## src/rtl/shift_reg_pkg.sv

```systemverilog
// Shared definitions for the shift-register family (piso_serializer,
// shift_reg_siso, future SIPO blocks).
//   ST_IDLE / ST_SHIFT : FSM state encodings
//   cnt_width()        : width of a bit counter that counts 0..width-1
package shift_reg_pkg;

    localparam logic [0:0] ST_IDLE  = 1'b0;
    localparam logic [0:0] ST_SHIFT = 1'b1;

    // $clog2(width), but never less than one bit so a counter always exists.
    function automatic int cnt_width(input int width);
        return (width > 2) ? $clog2(width) : 1;
    endfunction

endpackage

```

## src/rtl/piso_serializer_bit_counter.sv

```systemverilog
// bit_counter: loadable down-counter used to track bits left in a word.
//   clk     : clock, rising edge
//   reset_n : asynchronous active-low reset (count = 0, zero = 1)
//   load    : load WIDTH-1 (takes priority over dec)
//   dec     : decrement by one; ignored once the count reaches 0
//   zero    : count is 0 (registered flag)
module bit_counter
    import shift_reg_pkg::*;
#(
    parameter int WIDTH = 8
) (
    input  logic clk,
    input  logic reset_n,
    input  logic load,
    input  logic dec,
    output logic zero
);

    localparam int              CW       = cnt_width(WIDTH);
    localparam logic [CW-1:0]   LOAD_VAL = CW'(WIDTH - 1);
    localparam logic [CW-1:0]   ONE      = CW'(1);

    logic [CW-1:0] cnt_q;
    logic          zero_q;

    // zero is kept as its own flop so downstream decode sees a clean,
    // glitch-free flag instead of a multi-bit compare.
    always_ff @(posedge clk or negedge reset_n) begin
        if (!reset_n) begin
            cnt_q  <= '0;
            zero_q <= 1'b1;
        end else if (load) begin
            cnt_q  <= LOAD_VAL;
            zero_q <= 1'b0;   // WIDTH >= 2, so the load value is never 0
        end else if (dec && !zero_q) begin
            cnt_q  <= cnt_q - ONE;
            zero_q <= (cnt_q == ONE);
        end
    end

    assign zero = zero_q;

endmodule

```

## src/rtl/piso_serializer.sv

```systemverilog
// piso_serializer: parallel-in, serial-out serializer with valid/ready input.
//   clk       : clock, rising edge
//   reset_n   : asynchronous active-low reset
//   din       : parallel word (WIDTH bits), sampled only on accept
//   din_valid : din holds a word
//   din_ready : a word can be accepted this cycle (idle or last-bit cycle)
//   sdo       : serial data out (flop output)
//   sdo_en    : sdo carries a data bit this cycle
//   done      : high while the last bit of a word is on sdo
// Back-to-back words stream without a gap: a new word is loaded on the edge
// that ends the previous word's last bit.
module piso_serializer
    import shift_reg_pkg::*;
#(
    parameter int WIDTH     = 8,
    parameter bit MSB_FIRST = 1'b1
) (
    input  logic             clk,
    input  logic             reset_n,
    input  logic [WIDTH-1:0] din,
    input  logic             din_valid,
    output logic             din_ready,
    output logic             sdo,
    output logic             sdo_en,
    output logic             done
);

    logic [0:0]       state_q;
    logic [WIDTH-1:0] sreg_q;
    logic [WIDTH-1:0] sreg_shift;
    logic             sdo_en_q;
    logic             last_bit;
    logic             accept;
    logic             cnt_dec;

    assign din_ready = (state_q == ST_IDLE) || last_bit;
    assign accept    = din_valid && din_ready;
    assign cnt_dec   = (state_q == ST_SHIFT) && !last_bit;

    bit_counter #(
        .WIDTH (WIDTH)
    ) u_bit_counter (
        .clk     (clk),
        .reset_n (reset_n),
        .load    (accept),
        .dec     (cnt_dec),
        .zero    (last_bit)
    );

    // Move the next bit into the output position, zero-filling behind it.
    always_comb begin
        if (MSB_FIRST) begin
            sreg_shift = {sreg_q[WIDTH-2:0], 1'b0};
        end else begin
            sreg_shift = {1'b0, sreg_q[WIDTH-1:1]};
        end
    end

    // Leaving SHIFT clears the shift register so sdo idles at 0.
    always_ff @(posedge clk or negedge reset_n) begin
        if (!reset_n) begin
            state_q  <= ST_IDLE;
            sreg_q   <= '0;
            sdo_en_q <= 1'b0;
        end else if (accept) begin
            state_q  <= ST_SHIFT;
            sreg_q   <= din;
            sdo_en_q <= 1'b1;
        end else if ((state_q == ST_SHIFT) && !last_bit) begin
            sreg_q   <= sreg_shift;
        end else begin
            state_q  <= ST_IDLE;
            sreg_q   <= '0;
            sdo_en_q <= 1'b0;
        end
    end

    assign sdo    = MSB_FIRST ? sreg_q[WIDTH-1] : sreg_q[0];
    assign sdo_en = sdo_en_q;
    assign done   = (state_q == ST_SHIFT) && last_bit;

endmodule
```

## config.mk

```make
export PLATFORM = sky130hd
export DESIGN_NAME = piso_serializer
export DESIGN_NICKNAME = d
export VERILOG_FILES = /design/src/rtl/shift_reg_pkg.sv /design/src/rtl/piso_serializer_bit_counter.sv /design/src/rtl/piso_serializer.sv
export SDC_FILE = /design/constraint.sdc
export NUM_CORES = 1
export LEC_CHECK = 0
export ABC_AREA = 1
export BUFFER_PORTS_ARGS = -buffer_cell sky130_fd_sc_hd__buf_2
export CORE_AREA = 2 2 39 41
export DETAILED_ROUTE_END_ITERATION = 10
export DIE_AREA = 0 0 41 43
export PLACE_DENSITY = 0.69
export RECOVER_POWER = 25
export SYNTH_ARGS = -nofsm -noshare
export SYNTH_HDL_FRONTEND = slang
export SYNTH_SLANG_ARGS = --single-unit
```

## constraint.sdc

```tcl
create_clock -name clk -period 3.3 [get_ports clk]
set_clock_uncertainty 0.2 [all_clocks]
set_input_delay 0.165 -clock clk [delete_from_list [all_inputs] [get_ports clk]]
set_output_delay 0.165 -clock clk [all_outputs]
set_load 0.02 [all_outputs]
```

==> impl_metrics.toml, run 1 <==
[setup_path]
r2r_slack_ns = 1.65
crit_chain = "inv_2, nand2_4, nand2_4, nor2_1, dlygate4sd3_1"
r2r-end = "sreg_q[0]$_DFF_PN0_"
path_max_fanout = 12
reg2reg_from = "u_bit_counter.zero$_DFFE_PN1P_"
critPathCapture = "sreg_q[0]$_DFF_PN0_"
startpoint = "u_bit_counter.zero$_DFFE_PN1P_"
cpMostUsedCell = "nand2_4"
cp-start-kind = "flip-flop"
r2r_cells = 5
critPathKind = "flip-flop to flip-flop"
slowest_delay_ns = 0.54
worstPathArrival_ns = 1.67
cp-end-kind = "flip-flop"
worst_ep_required_time_ns = 3.33
crit_path_top_delay_cell = "dfstp_2"

[global_routing]
gr-usage-all-layers = 0.1481
grt_pass1_vias = 431
antenna_found_initial = 0
grt_max_degree = 14
overflow = 0
grt_first_pass_wirelength_mm = 1.711

[routing]
drt-pass1-iter-count = 2
wirelength_mm = 1.049
wire_per_inst_um = 9.896
vias = 471
drc = 0
ant_nets = 0
viasPerCell = 4.443
initialDrtViolationCount = 1

[finish]
final_util = 0.5669
drive_above_1_share = 0.2667
n_antenna_cell = 0
area_delta_synth_final_pct = 30.90
nets = 104

[timing]
hold_viol = 0
relSlewSlack = 0.5242
drv_slew = 0
rsz0062_at_grt = "no"
setup_viol = 0
fin_ws_ns = 1.653
period_minus_slack_ns = 1.647
setup_tns_ns = 0
fmax_mhz = 607.2
worst_slew_pin_slew_ns = 0.7137
fin_crit_sh = 0.4991

[power_and_ir_drop]
vdd_drop_max_uv = 361.1
leakage_uw = 0.0004449
power_density_nw_per_um2 = 827.9

[clocking]
cts_sinks = 13
postCtsHoldBufs = 10
post_cts_buffers = 0
clockRootBuffer = "clkbuf_4"
htree_levels = 1
worstSkewPairLatency_ns = 0.28
cts_resized = 0
cts_tree = "done"
cts_made_buffers = 3
clockBufferDepth = 2
cts.clk_slew.worst_paths_ns = 0.08

[yosys]
ys_types = 15
syn_inst = 65
synth_warnings = 0
synth_area_um2 = 599.3
synth.avg_cell_area_um2 = 9.220
synth_nets = 78
ys_ff_latch = 13
ys_seq_area_frac = 0.5449

[floorplanning]
start_util = 0.4331
die_h_um = 43
die_w_um = 41
dieArea_um2 = 1763
num_io_pins = 15
placeableCoreArea_um2 = 1384
placementRows = 14

[place]
port_buffers = 14
gp_congestion = 0.7410
post-place-ws_ns = 2.029
dp_hpwl_um = 685.1

[outcome]
run_status = "completed"

[worst_hold_path]
hp-class = "input port to flip-flop"

[flow_run]
maxCapViolations = 0
-- cell usage in the layout, fill, tap and decap left out --
cell type / count
buf_2: 13
nand2_2: 1
nand3_1: 9
ha_1: 2
o21ai_1: 1
clkbuf_4: 3
inv_2: 2
inv_1: 7
clkbuf_1: 2
dfstp_2: 1
nor2_1: 1
o21ai_2: 1
nand2_4: 2
nand2_1: 22
nand3_2: 1
dfrtp_1: 12
dlygate4sd3_1: 10
-- through the flow --
step	cells	total power (uW)	area (um2)	hold WS [ns]
final	106	649.5	784.5	0.01116
after CTS	106	656.2	785.8	0.007740
after floorplan	65	513.5	599.3	-0.3306
after detailed placement	92	542.3	659.4	-0.1328
after global routing	106	702.0	784.5	0.03165
after global placement	92	537.4	659.4	-0.1350
-- metal layers --
layer  wire length [um]  track usage
met2                464       0.1938
met3                 48      0.03141
met5                  0            0
met1                493       0.1871
met4                 42       0.1467
-- cells by family (layout without fill, tap and decap cells) --
logic type / Yosys count / in the layout / synth area share
compound gates: 2 / 2 / 0.02296
fa+ha+maj: 2 / 2 / 0.04175
buf+inv: 12 / 37 / 0.1065
flops: 13 / 13 / 0.5449
simple gates: 36 / 36 / 0.2839
-- how the worst min path moves through the flow --
stage / startpoint / endpoint / slack, ns / cells past startpoint
after floorplan: reset_n / sdo_en$_DFFE_PN0P_ / -0.33 / 0
after global placement: reset_n / sreg_q[7]$_DFF_PN0_ / -0.14 / 1
after detailed placement: reset_n / sreg_q[7]$_DFF_PN0_ / -0.13 / 1
after CTS: din_valid / sreg_q[5]$_DFF_PN0_ / 0.008 / 3
after global routing: din_valid / sreg_q[7]$_DFF_PN0_ / 0.03 / 3
final: din_valid / sreg_q[5]$_DFF_PN0_ / 0.01 / 3
-- state kept, by name (all words and copies together), names as in the netlist --
register	flops
sdo_en	1
sreg_q	8
u_bit_counter.cnt_q	3
u_bit_counter.zero	1
-- area by class of cell --
class                      count  area (um2)
fill                         124       599.3
clock buffer                   4       26.28
timing repair buffer          24       168.9
multi-input combinational     40       209.0
inverter                       9       33.78
sequential                    13       326.6
tap                           16       20.02
-- cells in the mapped netlist (all sizes together) --
library cell	instances	area, um2
dfstp	1	26.28
buf	3	30.03
inv	9	33.79
nor2	1	3.750
nand2	25	111.4
nand3	10	55.05
ha	2	25.02
o21ai	2	13.76
dfrtp	12	300.3
-- critical path, delay by kind of cell, from the launching register on --
kind                   cells  cell delay (ns)
buffers and inverters      2             0.59
AND/OR/NAND/NOR            3             0.25
flip-flops                 1             0.54
-- where the power goes --
group | internal, uW | switching (uW) | leakage (uW)
registers | 227 | 23.1 | 0.000162
clock network | 47.0 | 53.3 | 0.0000150
logic | 104 | 194 | 0.000268
Note: power is estimated with default switching activity, not from simulation.
==> run 2: changes to the inputs <==
Settings changed: ABC_AREA 1 to 0, PLACE_DENSITY 0.69 to 0.7.
Clock period 3.3 ns to 1.72 ns, I/O delays scaled along.
==> run 2 against run 1 <==
  * Sequential power increased by 110%
  * Global-route usage grew 2.6 points
  * Die area unchanged
  * Sequential cell count unchanged
  * Non-clock buffer count up 6
  * Count of clock-buffer cells in the layout stayed put
  * Critical path depth is the same
  * Combinational power up 63%
  * First-iteration DRC count rose to 7.0 times the previous value
  * Sequential share of layout area fell by 4.3 points
  * Hold slack improved by 0.16 ns
==> impl_metrics.toml, run 2 <==
[yosys]
synth_area_um2 = 609.3
synth_top_area_frac = 0.4928
synth_warnings = 0
synth_edf_count = 0
synth_area_leaders = "dfrtp_1 (49%), nand3b_1 (8.6%), o21ai_0 (5.7%), mux2i_1 (4.9%), o32ai_4 (4.5%)"
synth_nets = 68
synth.avg_cell_area_um2 = 11.08
syn_inst = 55
synth_common_cells = "dfrtp_1 (12), nand2_1 (7), nand3b_1 (7), o21ai_0 (7), inv_1 (4)"
synthMostInstantiatedCell = "dfrtp_1"
ys_ff_latch = 13
ys_types = 18
synth_top_area_cell = "dfrtp_1"
ys.flop_type = "dfrtp_1"
ys_seq_area_frac = 0.5359
synthArstFlopShare = 1.000

[setup_path]
cp-end-kind = "flip-flop"
r2r_slack_ns = 0.37
critPathCapture = "sreg_q[4]$_DFF_PN0_"
path_max_fanout = 13
startpoint = "din_valid"
worstPathArrival_ns = 1.62
critPathKind = "input port to flip-flop"
cp-start-kind = "input port"
worst_ep_required_time_ns = 1.71
r2r-end = "sreg_q[0]$_DFF_PN0_"
r2r_cells = 3
reg2reg_from = "sdo_en$_DFFE_PN0P_"

[timing]
fmax_mhz = 615.1
rsz0062_at_grt = "no"
worst_slew_pin_slew_ns = 0.7001
drv_slew = 0
setup_viol = 0
hold_viol = 0
relSlewSlack = 0.5333
period_minus_slack_ns = 1.626
fin_crit_sh = 0.9452
setup_tns_ns = 0

[power_and_ir_drop]
power.share.sequential = 0.439
vdd_drop_max_uv = 737.5
pwr-share-clk = 0.156
power.internal_uw = 755.0
power.switching_uw = 442.0
swShare = 0.3693
leakage_uw = 0.0004056
combPwrFrac = 0.406
power_density_nw_per_um2 = 1369

[routing]
initialDrtViolationCount = 7
drc = 0
drt-pass1-iter-count = 4
viasPerCell = 4.767
wire_per_inst_um = 12.24
ant_nets = 0
vias = 491
wirelength_mm = 1.261

[clocking]
htree_levels = 1
cts.clk_slew.worst_paths_ns = 0.08
cts_tree = "done"
worstSkewPairLatency_ns = 0.27
clockRootBuffer = "clkbuf_4"
clockBufferDepth = 2
post_cts_buffers = 0
cts_sinks = 13
cts_made_buffers = 3

[finish]
area_delta_synth_final_pct = 43.53
n_antenna_cell = 0
regMostFlops = "sreg_q"
final_cell_mix = "dlygate4sd3_1 (16), buf_2 (12), dfrtp_1 (12)"
largestRegisters = "sreg_q (8), u_bit_counter.cnt_q (3)"
final-seq-area_um2 = 326.6
design_area_um2 = 874.6
multi_input_area_um2 = 249.0
largest_reg_flops = 8
layout_commonest_cell = "dlygate4sd3_1"
fillCellCount = 114
nets = 101
drive_above_1_share = 0.2299

[global_routing]
gr-usage-all-layers = 0.1740
overflow = 0
antenna_found_initial = 0
grt_max_degree = 14
grt_pass1_vias = 497
grt_first_pass_wirelength_mm = 2.021

[place]
gp_congestion = 0.6970
port_buffers = 14
dp_hpwl_um = 753.9
place_area_um2 = 686.9

[outcome]
run_status = "completed"

[floorplanning]
placementRows = 14
num_io_pins = 15
placeableCoreArea_um2 = 1384
start_util = 0.4403
die_h_um = 43
die_w_um = 41
dieArea_um2 = 1763

[flow_run]
maxCapViolations = 0

[worst_hold_path]
hp-class = "input port to asynchronous set/reset pin"
## run 2: cell count changes in the layout (fill, tap and decap cells not counted), sizes merged, moves of 2 or more
| cell | previous run | this run |
|---|---|---|
| nor2 | 1 | 3 |
| nand2 | 25 | 7 |
| mux2i | 0 | 3 |
| nand3 | 10 | 0 |
| o21ai | 2 | 7 |
| nand3b | 0 | 7 |
| dlygate4sd3 | 10 | 16 |
| inv | 9 | 5 |
## run 2: critical path: stages
cell and delay, ns:
dlygate4sd3_1 0.53, clkbuf_4 0.23, nand2_1 0.07, dlygate4sd3_1 0.55, o21ai_0 0.15
## run 2: layout make-up
type | instances | share of cell area
sequential | 13 | 0.3734
multi-input combinational | 35 | 0.2847
timing repair buffer | 30 | 0.2647
clock buffer | 4 | 0.03004
inverter | 5 | 0.02432
tap | 16 | 0.02289
## run 2: routing by layer
layer  track usage  wire [um]
met1        0.2248        542
met2        0.2500        609
met3       0.03141         66
met4        0.1200         42
met5             0          0
## run 2: power groups by stage
stage	logic, uW	registers [uW]	clock network, uW
global placement	447	527	0
detailed placement	461	533	0
floorplan	363	515	0
finish	486	525	186
CTS	494	525	198
global route	549	542	209
## run 2: timing repair
item,CTS,global route
endpoints found under the hold margin,23,0
gates resized for setup,0,1
hold buffers,16,0
endpoints found under the setup margin,0,2
## run 2: cell families after synthesis
family                     after synthesis  synth area share
muxes                                    3           0.04928
DFF                                     13            0.5359
AOI/OAI and AO/OA                        8            0.1027
adders and majority gates                2           0.04106
xor gates and xnor gates                 1           0.01438
buffers and inverters                    7           0.05544
and+or+nand+nor                         21            0.2013
## run 2: through the flow
step	setup WS, ns	utilization	total power (uW)	hold WS (ns)	cells
3_3_place_gp	0.3818	0.4964	974.5	-0.2134	83
5_1_grt	0.01347	0.6320	1301	0.2725	103
2_1_floorplan	0.3039	-	877.7	-0.4096	55
3_5_place_dp	0.3628	0.4964	993.6	-0.2106	83
4_1_cts	0.07627	0.6311	1217	0.02373	103
6_report	0.09420	0.6320	1197	0.1730	103
## run 2: worst min path at each step
stage	startpoint	to	slack, ns	cells past startpoint
2_1_floorplan	reset_n	sdo_en$_DFFE_PN0P_	-0.41	0
3_3_place_gp	reset_n	sreg_q[7]$_DFF_PN0_	-0.21	1
3_5_place_dp	reset_n	sreg_q[7]$_DFF_PN0_	-0.21	1
4_1_cts	reset_n	sreg_q[7]$_DFF_PN0_	0.02	2
5_1_grt	reset_n	sreg_q[4]$_DFF_PN0_	0.27	2
6_report	reset_n	sreg_q[4]$_DFF_PN0_	0.17	2
